`config.mk`:
```
export PLATFORM = sky130hd
export DESIGN_NAME = scaler_frame_feeder_flat
export DESIGN_NICKNAME = d
export VERILOG_FILES = /design/src/rtl/scaler_pkg.sv /design/src/rtl/scaler_frame_feeder_if.sv /design/src/rtl/scaler_bar_gen.sv /design/src/rtl/scaler_frame_feeder.sv /design/src/flat_wrapper.sv
export SDC_FILE = /design/constraint.sdc
export NUM_CORES = 1
export LEC_CHECK = 0
export CORE_MARGIN = 4
export CORE_UTILIZATION = 51
export DETAILED_ROUTE_END_ITERATION = 10
export PLACE_DENSITY = 0.78
export SLEW_MARGIN = 20
export SYNTH_ARGS = -nofsm -noshare
export SYNTH_HDL_FRONTEND = slang
export SYNTH_SLANG_ARGS = --single-unit
```
`constraint.sdc`:
```
create_clock -name clka -period 3.4 [get_ports clka]
set_clock_uncertainty 0.1 [all_clocks]
set_input_delay 0.68 -clock clka [delete_from_list [all_inputs] [get_ports clka]]
set_output_delay 0.68 -clock clka [all_outputs]
set_load 0.03 [all_outputs]
```
`src/rtl/scaler_pkg.sv`:
```
// Shared types for the scaler input feeder.
// Holds the FSM encoding and the RGB565 colour-bar table.
package scaler_pkg;

  typedef enum logic [1:0] {
    ST_IDLE,
    ST_WFRM,
    ST_WLINE,
    ST_SEND
  } state_t;

  // Index 0 is the leftmost bar: white, yellow, cyan, green,
  // magenta, red, blue, black.
  localparam logic [7:0][15:0] BAR_RGB = {
    16'h0000, 16'h001F, 16'hF800, 16'hF81F,
    16'h07E0, 16'h07FF, 16'hFFE0, 16'hFFFF
  };

endpackage

```
`src/rtl/scaler_frame_feeder_if.sv`:
```
// Scaler-side and upstream-stream signals of the frame feeder.
// master = feeder view, slave = source/scaler environment view.
interface scaler_frame_feeder_if #(
  parameter int DW = 16
);
  logic          v_valid;
  logic          h_valid;
  logic [DW-1:0] s_data;
  logic          s_valid;
  logic          s_sof;
  logic          s_ready;
  logic [DW-1:0] dIn;
  logic          dInEn;

  modport master (
    input  v_valid, h_valid,
    input  s_data, s_valid, s_sof,
    output s_ready, dIn, dInEn
  );

  modport slave (
    output v_valid, h_valid,
    output s_data, s_valid, s_sof,
    input  s_ready, dIn, dInEn
  );
endinterface

```
`src/rtl/scaler_bar_gen.sv`:
```
// Colour-bar generator: tracks bar index along a line without a divider.
// Ports: clk, rst_n, step (pixel sent), x, xres (latched) in; colour out.
module scaler_bar_gen
  import scaler_pkg::*;
#(
  parameter int IRW = 11
) (
  input  logic           clk,
  input  logic           rst_n,
  input  logic           step,
  input  logic [IRW-1:0] x,
  input  logic [IRW-1:0] xres,
  output logic [15:0]    colour
);

  logic [IRW-1:0] cnt;
  logic [IRW-1:0] cur_cnt;
  logic [IRW-1:0] w;
  logic [2:0]     bar;
  logic [2:0]     cur_bar;

  assign w = xres >> 3;

  // x==0 marks a fresh line, so the stored bar state is ignored there.
  always_comb begin
    cur_cnt = (x == '0) ? '0 : cnt;
    cur_bar = (x == '0) ? '0 : bar;
    colour  = BAR_RGB[cur_bar];
  end

  always_ff @(posedge clk or negedge rst_n) begin
    if (!rst_n) begin
      cnt <= '0;
      bar <= '0;
    end else if (step) begin
      if (cur_cnt == w - IRW'(1)) begin
        cnt <= '0;
        bar <= (cur_bar == 3'd7) ? cur_bar : cur_bar + 3'd1;
      end else begin
        cnt <= cur_cnt + IRW'(1);
        bar <= cur_bar;
      end
    end
  end

endmodule

```
`src/rtl/scaler_frame_feeder.sv`:
```
// Feeds exactly inXRes x inYRes pixels per frame to the scaler.
// Ports: clka, rst_n, en, pattern_en, inXRes, inYRes, bus, busy, underrun, resync.
module scaler_frame_feeder
  import scaler_pkg::*;
#(
  parameter int DATA_WIDTH      = 16,
  parameter int INPUT_RES_WIDTH = 11
) (
  input  logic                       clka,
  input  logic                       rst_n,
  input  logic                       en,
  input  logic                       pattern_en,
  input  logic [INPUT_RES_WIDTH-1:0] inXRes,
  input  logic [INPUT_RES_WIDTH-1:0] inYRes,
  scaler_frame_feeder_if.master      bus,
  output logic                       busy,
  output logic                       underrun,
  output logic                       resync
);

  localparam int IRW = INPUT_RES_WIDTH;

  state_t         state, state_n;
  logic           v_q, v_d, h_q, h_d;
  logic [IRW-1:0] x, x_n, y, y_n;
  logic [IRW-1:0] xres_l, yres_l;
  logic [IRW-1:0] cur_x, cur_y;
  logic           pat_l, synced;
  logic           v_rise, h_rise, h_fall;
  logic           beat, sof_beat, realign, last;
  logic           frame_start, set_under, set_resync;
  logic [15:0]    colour;

  assign v_rise = v_q & ~v_d;
  assign h_rise = h_q & ~h_d;
  assign h_fall = ~h_q & h_d;

  assign beat     = (state == ST_SEND) & (pat_l | bus.s_valid);
  assign sof_beat = beat & ~pat_l & bus.s_sof;
  assign realign  = sof_beat & ((x != '0) | (y != '0));
  // An s_sof pixel becomes pixel (0,0) of the frame.
  assign cur_x    = realign ? '0 : x;
  assign cur_y    = realign ? '0 : y;
  assign last     = beat & (cur_x == xres_l - IRW'(1));

  // Until the frame start pixel has been taken, non-sof pixels are dropped.
  assign bus.s_ready = ~pat_l & ((state == ST_SEND) |
                       ((state != ST_IDLE) & ~synced & ~bus.s_sof));
  assign bus.dInEn   = beat;
  assign bus.dIn     = !beat ? '0 :
                       pat_l ? DATA_WIDTH'(colour) : bus.s_data;
  assign busy        = (state == ST_WLINE) | (state == ST_SEND);

  scaler_bar_gen #(.IRW(IRW)) u_bar (
    .clk    (clka),
    .rst_n  (rst_n),
    .step   (beat),
    .x      (x),
    .xres   (xres_l),
    .colour (colour)
  );

  always_comb begin
    state_n     = state;
    x_n         = x;
    y_n         = y;
    frame_start = 1'b0;
    set_under   = 1'b0;
    set_resync  = 1'b0;
    unique case (state)
      ST_IDLE: begin
        if (en) state_n = ST_WFRM;
      end
      ST_WFRM: begin
        if (!en) state_n = ST_IDLE;
        else if (v_rise) frame_start = 1'b1;
      end
      ST_WLINE: begin
        if (v_rise) begin
          frame_start = 1'b1;
        end else if (h_rise) begin
          x_n     = '0;
          state_n = ST_SEND;
        end
      end
      ST_SEND: begin
        if (v_rise) begin
          frame_start = 1'b1;
          set_under   = 1'b1;
        end else begin
          set_resync = realign;
          if (beat) begin
            x_n = cur_x + IRW'(1);
            y_n = cur_y;
          end
          // A finishing pixel wins over a simultaneous h_valid fall.
          if (last | h_fall) begin
            set_under = ~last;
            if (cur_y == yres_l - IRW'(1)) begin
              state_n = ST_WFRM;
            end else begin
              y_n     = cur_y + IRW'(1);
              state_n = ST_WLINE;
            end
          end
        end
      end
    endcase
    if (frame_start) begin
      state_n = ST_WLINE;
      x_n     = '0;
      y_n     = '0;
    end
  end

  always_ff @(posedge clka or negedge rst_n) begin
    if (!rst_n) begin
      state    <= ST_IDLE;
      v_q      <= 1'b0;
      v_d      <= 1'b0;
      h_q      <= 1'b0;
      h_d      <= 1'b0;
      x        <= '0;
      y        <= '0;
      xres_l   <= '0;
      yres_l   <= '0;
      pat_l    <= 1'b0;
      synced   <= 1'b0;
      underrun <= 1'b0;
      resync   <= 1'b0;
    end else begin
      state <= state_n;
      v_q   <= bus.v_valid;
      v_d   <= v_q;
      h_q   <= bus.h_valid;
      h_d   <= h_q;
      x     <= x_n;
      y     <= y_n;
      if (frame_start) begin
        xres_l   <= inXRes;
        yres_l   <= inYRes;
        pat_l    <= pattern_en;
        synced   <= 1'b0;
        resync   <= 1'b0;
        underrun <= set_under;
      end else begin
        underrun <= underrun | set_under;
        resync   <= resync | set_resync;
        if (sof_beat) synced <= 1'b1;
      end
    end
  end

endmodule

```
`src/flat_wrapper.sv`:
```
// flat-port wrapper written by rule: the top's interface ports become plain ports
module scaler_frame_feeder_flat import scaler_pkg::*;
#(
  parameter int DATA_WIDTH      = 16,
  parameter int INPUT_RES_WIDTH = 11
)
  (clka, rst_n, en, pattern_en, inXRes, inYRes, busy, underrun, resync, bus_v_valid, bus_h_valid, bus_s_data, bus_s_valid, bus_s_sof, bus_s_ready, bus_dIn, bus_dInEn);
  scaler_frame_feeder_if #(.DW(16)) bus_i ();
  input  logic clka;
  input  logic rst_n;
  input  logic en;
  input  logic pattern_en;
  input  logic [INPUT_RES_WIDTH-1:0] inXRes;
  input  logic [INPUT_RES_WIDTH-1:0] inYRes;
  output logic busy;
  output logic underrun;
  output logic resync;
  input wire logic [$bits(bus_i.v_valid)-1:0] bus_v_valid;
  input wire logic [$bits(bus_i.h_valid)-1:0] bus_h_valid;
  input wire logic [$bits(bus_i.s_data)-1:0] bus_s_data;
  input wire logic [$bits(bus_i.s_valid)-1:0] bus_s_valid;
  input wire logic [$bits(bus_i.s_sof)-1:0] bus_s_sof;
  output wire logic [$bits(bus_i.s_ready)-1:0] bus_s_ready;
  output wire logic [$bits(bus_i.dIn)-1:0] bus_dIn;
  output wire logic [$bits(bus_i.dInEn)-1:0] bus_dInEn;
  assign bus_i.v_valid = bus_v_valid;
  assign bus_i.h_valid = bus_h_valid;
  assign bus_i.s_data = bus_s_data;
  assign bus_i.s_valid = bus_s_valid;
  assign bus_i.s_sof = bus_s_sof;
  assign bus_s_ready = bus_i.s_ready;
  assign bus_dIn = bus_i.dIn;
  assign bus_dInEn = bus_i.dInEn;
  scaler_frame_feeder #(.DATA_WIDTH(DATA_WIDTH), .INPUT_RES_WIDTH(INPUT_RES_WIDTH)) u_core (.clka(clka), .rst_n(rst_n), .en(en), .pattern_en(pattern_en), .inXRes(inXRes), .inYRes(inYRes), .bus(bus_i), .busy(busy), .underrun(underrun), .resync(resync));
endmodule
```
Word-level counts from Yosys, hierarchy flattened. Memories as Yosys holds them, arrays and structs flattened. Cells that the tools add are included.

ROM bits: 128. Logic and storage cells: 119. Bits in registers: 68. Output and inout port bits: 21. Memories kept: 1.

Memories: (name not given) (depth 8, width 16, rd ports 1, clocked after memory_dff 0, write ports 0, RTL line scaler_bar_gen.sv:28) `colour = BAR_RGB[cur_bar];`.

$add $sub $neg: 7. Equality and inequality tests: 15. Muxes and demuxes: 43. Reductions and logical operators: 12. Bitwise operators: 25. Magnitude comparators: 1.

Operator list (number): 11-bit two-way mux (15); 16-bit two-way mux (3); 11-bit by 1-bit adder with 11-bit output, second input constant (3); 11-bit equality test (3); 11-bit one-hot mux with 2 select lines (1); 11-bit nonzero test (2); 11-bit by 1-bit subtractor with 11-bit output, second input constant (2); 2-bit two-way mux (8); 1-bit AND (11); 11-bit logical NOT (1); 1-bit two-way mux (11); 3-bit two-way mux (3); 3-bit by 2-bit != test with 1-bit output, second input constant (3); 8-bit by 1-bit subtractor with 9-bit output, second input constant (1); 2-bit one-hot mux with 4 select lines (1); 1-bit inverter (7); 1-bit bitwise OR (7); 3-bit by 1-bit != test with 1-bit output, second input constant (2); 3-bit != test, second input constant (2); 6-bit AND reduction (1); 2-bit nonzero test (3); 5-bit AND reduction (1); 2-bit equality test, second input constant (2); 3-bit by 4-bit < comparator with 1-bit output, second input constant (1); other kinds (9) (9).

Depth between registers and ports, before layout.
Depth after elaboration: 14. Gate-level depth with buffers: 13. Mapped depth without buffers: 11.

By module. A second synthesis with hierarchy kept.

Cells, all modules: 676. Area total of the unflattened synthesis: 5565.3 µm².

By module, submodules not included: scaler_frame_feeder (times used 1, cells an instance 488, area an instance 3962.6 µm²); scaler_bar_gen (times used 1, cells an instance 188, area an instance 1602.8 µm²).

Worst setup path before layout. OpenSTA, ideal clock, no wires.

Path kind: reg2reg. Start: register u_core.xres_l[3]. End: register u_core.u_bar.cnt[10]. Setup time: 124 ps. Data required time: 3176 ps. Setup slack: 86 ps. Arrival time: 3090 ps. Path buffers: 2. Clock period less this slack: 3314 ps. Stages on the path, launching flop included: 14. Cells stage by stage: dfrtp_1 > clkbuf_1 > inv_1 > ha_1 > or3b_1 > o31ai_1 > o21ai_0 > a222oi_1 > nand3_1 > nor3_1 > or2_2 > clkbuf_1 > nor2_1 > a211o_1.

Word-level cells in the longest chain between the ends: 3.

Ends and longest elaborated chain: start: declaration (RTL line scaler_frame_feeder.sv:26) `logic [IRW-1:0] xres_l, yres_l;`; start signal: assignment (RTL line scaler_frame_feeder.sv:140) `xres_l <= inXRes;`; 8-bit by 1-bit subtractor with 9-bit output (RTL line scaler_bar_gen.sv:36) `if (cur_cnt == w - IRW'(1)) begin`; 11-bit equality test (RTL line scaler_bar_gen.sv:36); 11-bit two-way mux (RTL line scaler_bar_gen.sv:36); end signal: assignment (RTL line scaler_bar_gen.sv:40) `cnt <= cur_cnt + IRW'(1);`; end: declaration (RTL line scaler_bar_gen.sv:16) `logic [IRW-1:0] cnt;`.

No other way between the ends. A chain may end at the register's enable or synchronous reset.

Worst setup path in the final report.
Start: input bus_s_valid. End: output bus_dIn[14].

Word-level cells in the longest chain between the ends: 3.

Ends and longest elaborated chain: start: declaration (RTL line flat_wrapper.sv:21) `input wire logic [$bits(bus_i.s_valid)-1:0] bus_s_valid;`; 1-bit bitwise OR (RTL line scaler_frame_feeder.sv:38) `assign beat = (state == ST_SEND) & (pat_l | bus.s_valid);`; 1-bit AND (RTL line scaler_frame_feeder.sv:38); 16-bit two-way mux (RTL line scaler_frame_feeder.sv:50) `assign bus.dIn = !beat ? '0 :`; end: declaration (RTL line flat_wrapper.sv:24) `output wire logic [$bits(bus_i.dIn)-1:0] bus_dIn;`.

No other way between the ends.

==> results.txt <==
Outcome: finished, final reports clean
Fraction of power consumed by the clock network: 19.9%
Total met3 wirelength after detailed routing: 1.069 mm
Warnings, synthesis: 0
Pre-antenna DRT Iters: 5
Endpoints failing setup: 0
Largest family of logic cells by synthesized area: simple AND/OR/NAND/NOR gates
F_max: 304.7 MHz
Max-cap check violation count: 0
Logic gate share of total power: 46.7%
Commonest cells after routing, fill and taps aside: 68 x sky130_fd_sc_hd__dfrtp_1, 62 x sky130_fd_sc_hd__buf_4, 57 x sky130_fd_sc_hd__nand2_1
Wire length of the first global-routing pass: 24.09 mm
HPWL after detailed placement: 10.88 mm
Final core utilization: 67.75%
Post-detailed-routing wire length: 14.50 mm
Remaining global-route overflow: 0
Slew of the pin with the lowest slew margin: 0.8452 ns
Die outline area: 11,480 um2
Cell leakage power: 2.800 nW
Hold Violations, Final: 0
Critical setup path kind: input port to output port
Kind of capture point of the worst setup path: output port
Worst vdd rail ir drop: 0.0003195 V
FFs w/ async S/R, synth: 100.0%
Number of standard cells in the final layout excluding fillers: 838
Initial Utilization: 53.25%
Diode count: 0
Portion of synthesized cell area occupied by the leading cell type: 33.94%
Critical path launch point type: input port
CP required: 2.62 ns
Total net switching power: 1.266 mW
Number of fill cells in the layout: 778
Clock period minus final worst setup slack: 3.282 ns
P_int: 1.773 mW
Hold bufs inserted after CTS: 0
Area growth from synthesis to layout: 27.23%
Area contributors post-synth: sky130_fd_sc_hd__dfrtp_1 34%, sky130_fd_sc_hd__o21ai_0 5.3%, sky130_fd_sc_hd__nand2_1 4.3%, sky130_fd_sc_hd__nor2_1 4.2%, sky130_fd_sc_hd__xnor2_1 2.8%
Syn_nets: 655
Power density over cell area: 476.5 nW/um2
Share of final-layout standard cells stronger than drive strength 1: 18.05%
Min-Delay Path Class: input port to async pin
Post-synthesis xor/xnor area fraction: 4.292%
Primary FF master, synth: sky130_fd_sc_hd__dfrtp_1
Setup_tns: 0 ns
Number of antenna violations at the first check in global routing: 0
Starting DRC count in detailed routing: 389
Overall Global Routing Usage: 25.79%
Multiplexer share of the synthesized area: 3.269%
Number of rows in the core area: 35
Library cell occupying the most area in the post-synthesis netlist: sky130_fd_sc_hd__dfrtp_1
Clock Latency Late Sink: 0.35 ns
Maximum buffer depth of the clock tree: 2
Clock slew at the register clock pins of the worst setup and hold paths: 0.08 ns
Crit path max fanout: 5
Post-route clock period utilization: 96.54%
Largest net degree at the start of global routing: 40
Routed via count divided by cell count: 6.237
Total of flip-flops plus latches after synthesis: 68
Final net count: 757
Number of unique standard cell types used by synthesis: 79
Via count of the routed design: 5,227
Cell chosen for the clock root: sky130_fd_sc_hd__clkbuf_8
Most common library cell in the layout ignoring fill and taps: sky130_fd_sc_hd__dfrtp_1
Count of flip-flops with a built-in enable after synthesis: 0
Clock tree from TritonCTS: yes
Synthesized area per cell: 8.328 um2
Clock net sink count: 68
Sequential cell area fraction in the yosys report: 33.94%
Compound-cell area share of the yosys netlist: 23.81%
Die width: 107.2 um
Number of nets still failing antenna checks after routing: 0
Instance count of the mapped netlist: 602
Clock buffer count from CTS: 9
Routed length on met2: 6.714 mm
Vias in the first global route: 5,122
Final weighted congestion in routability-driven placement: 0.9005
Adder-cell share of the synthesized area: 1.747%
Simple-gate area share of the yosys netlist: 27.70%
Met1 routed wirelength after detailed routing: 6.443 mm
Final max-slew violation count: 0
Highest signal layer in the routed design: met4
Number of top-level pins: 67
Total chip power: 3.039 mW
Placeable core region: 9415 um2
Area of the mapped netlist: 5014 um2
DR DRC count: 0
Worst path arrival time: 2.50 ns
Per-cell routed wire length: 17.30 um
Chip height: 107.2 um
H-tree depth: 3
Switching share of power: 41.66%
Register share of total power: 33.3%
Worst-case headroom to the max-slew limit: 43.65%
Count of port buffers added during placement: 66
Placed insts: 818
-- logic make-up (layout without fill, tap and decap cells) --
group,count (synthesis),in the layout
AND/OR/NAND/NOR,257,257
adder cells (fa/ha/maj),7,7
AO/OA/AOI/OAI,177,177
XOR/XNOR,23,23
multiplexers,15,15
buffers and inverters,55,162
flip-flops,68,68
-- sequential cells by signal, indices dropped and copies added (netlist names), 2 cells and up --
register	cells
u_core.state	2
u_core.u_bar.bar	3
u_core.y	11
u_core.xres_l	11
u_core.x	11
u_core.yres_l	11
u_core.u_bar.cnt	11
-- power by group through the flow --
stage | sequential, mW | clock (mW) | combinational, mW
5_1_grt | 1.02 | 0.643 | 1.55
6_report | 1.01 | 0.605 | 1.42
3_3_place_gp | 1.01 | 0 | 1.35
4_1_cts | 1.01 | 0.610 | 1.37
2_1_floorplan | 1.00 | 0 | 0.885
3_5_place_dp | 1.02 | 0 | 1.38
-- synthesized netlist by cell type, types with 6 or more instances --
library cell	n
sky130_fd_sc_hd__dfrtp_1	68
sky130_fd_sc_hd__nand2_1	57
sky130_fd_sc_hd__nor2_1	56
sky130_fd_sc_hd__o21ai_0	53
sky130_fd_sc_hd__clkbuf_1	27
sky130_fd_sc_hd__nand3_1	27
sky130_fd_sc_hd__a21oi_1	24
sky130_fd_sc_hd__inv_1	17
sky130_fd_sc_hd__xnor2_1	16
sky130_fd_sc_hd__nor3_1	15
sky130_fd_sc_hd__a21o_1	13
sky130_fd_sc_hd__and3_1	13
sky130_fd_sc_hd__o21a_1	12
sky130_fd_sc_hd__mux2_2	11
sky130_fd_sc_hd__and2_1	9
sky130_fd_sc_hd__nor4_1	9
sky130_fd_sc_hd__or3_1	9
sky130_fd_sc_hd__a31oi_1	8
sky130_fd_sc_hd__nor3b_1	8
sky130_fd_sc_hd__ha_1	7
sky130_fd_sc_hd__nand2b_1	7
sky130_fd_sc_hd__o211ai_1	7
sky130_fd_sc_hd__o31ai_1	7
sky130_fd_sc_hd__and4_1	6
sky130_fd_sc_hd__xor2_1	6
-- final cells by class --
class                   count  area (um2)  share of cell area [%]
inverters                  17       63.81                   1.000
flip-flops and latches     68        1702                   26.68
clock inverters             4       25.02                  0.3923
multi-input cells         479        3149                   49.37
repair buffers            129        1132                   17.75
well taps                 129       161.4                   2.530
clock buffers              12       145.1                   2.275
-- metal layers --
layer | global-route usage (%) | vias to the layer above
li1 | - | 2432
met1 | 34.73 | 2544
met2 | 41.78 | 226
met3 | 4.034 | 25
met4 | 9.772 | 0
met5 | 0 | -
-- metrics by stage --
stage	area [um2]	setup slack (ns)	hold WS [ns]
after global routing	6379	-0.01621	0.3500
final	6379	0.1176	0.3328
after detailed placement	6090	-0.2589	0.3142
after CTS	6270	0.0005551	0.3313
after global placement	6090	-0.1163	0.3054
after floorplan	5014	0.08632	0.2677
-- worst max-delay path, cell delays in order --
cell and delay (ns):
sky130_fd_sc_hd__clkdlybuf4s50_1 0.51, sky130_fd_sc_hd__buf_4 0.13, sky130_fd_sc_hd__o211ai_1 0.13, sky130_fd_sc_hd__buf_4 0.20, sky130_fd_sc_hd__a31oi_1 0.17, sky130_fd_sc_hd__buf_4 0.17, sky130_fd_sc_hd__o21a_1 0.12, sky130_fd_sc_hd__dlygate4sd2_1 0.40
-- repair_timing --
| action | in CTS | in global routing |
|---|---|---|
| hold endpoints to repair | 0 | 0 |
| endpoints found under the setup margin | 17 | 25 |
| cloned | 0 | 0 |
| buffers inserted | 1 | 3 |
| pin swaps | 0 | 3 |
| gates resized for setup | 16 | 22 |
-- worst paths after layout --
check                      slack, ns                to  depth (start not counted)              from
max reg2reg                     0.14       u_core.y[7]                         12  u_core.yres_l[0]
min                             0.33       u_core.x[7]                          1             rst_n
max in group asynchronous       2.18  u_core.yres_l[1]                          2             rst_n
min in group clka               0.33        u_core.v_d                          0        u_core.v_q
max                             0.12       bus_dIn[14]                          8       bus_s_valid
min reg2reg                     0.33        u_core.v_d                          0        u_core.v_q
Note: power is estimated with default switching activity, not from simulation.
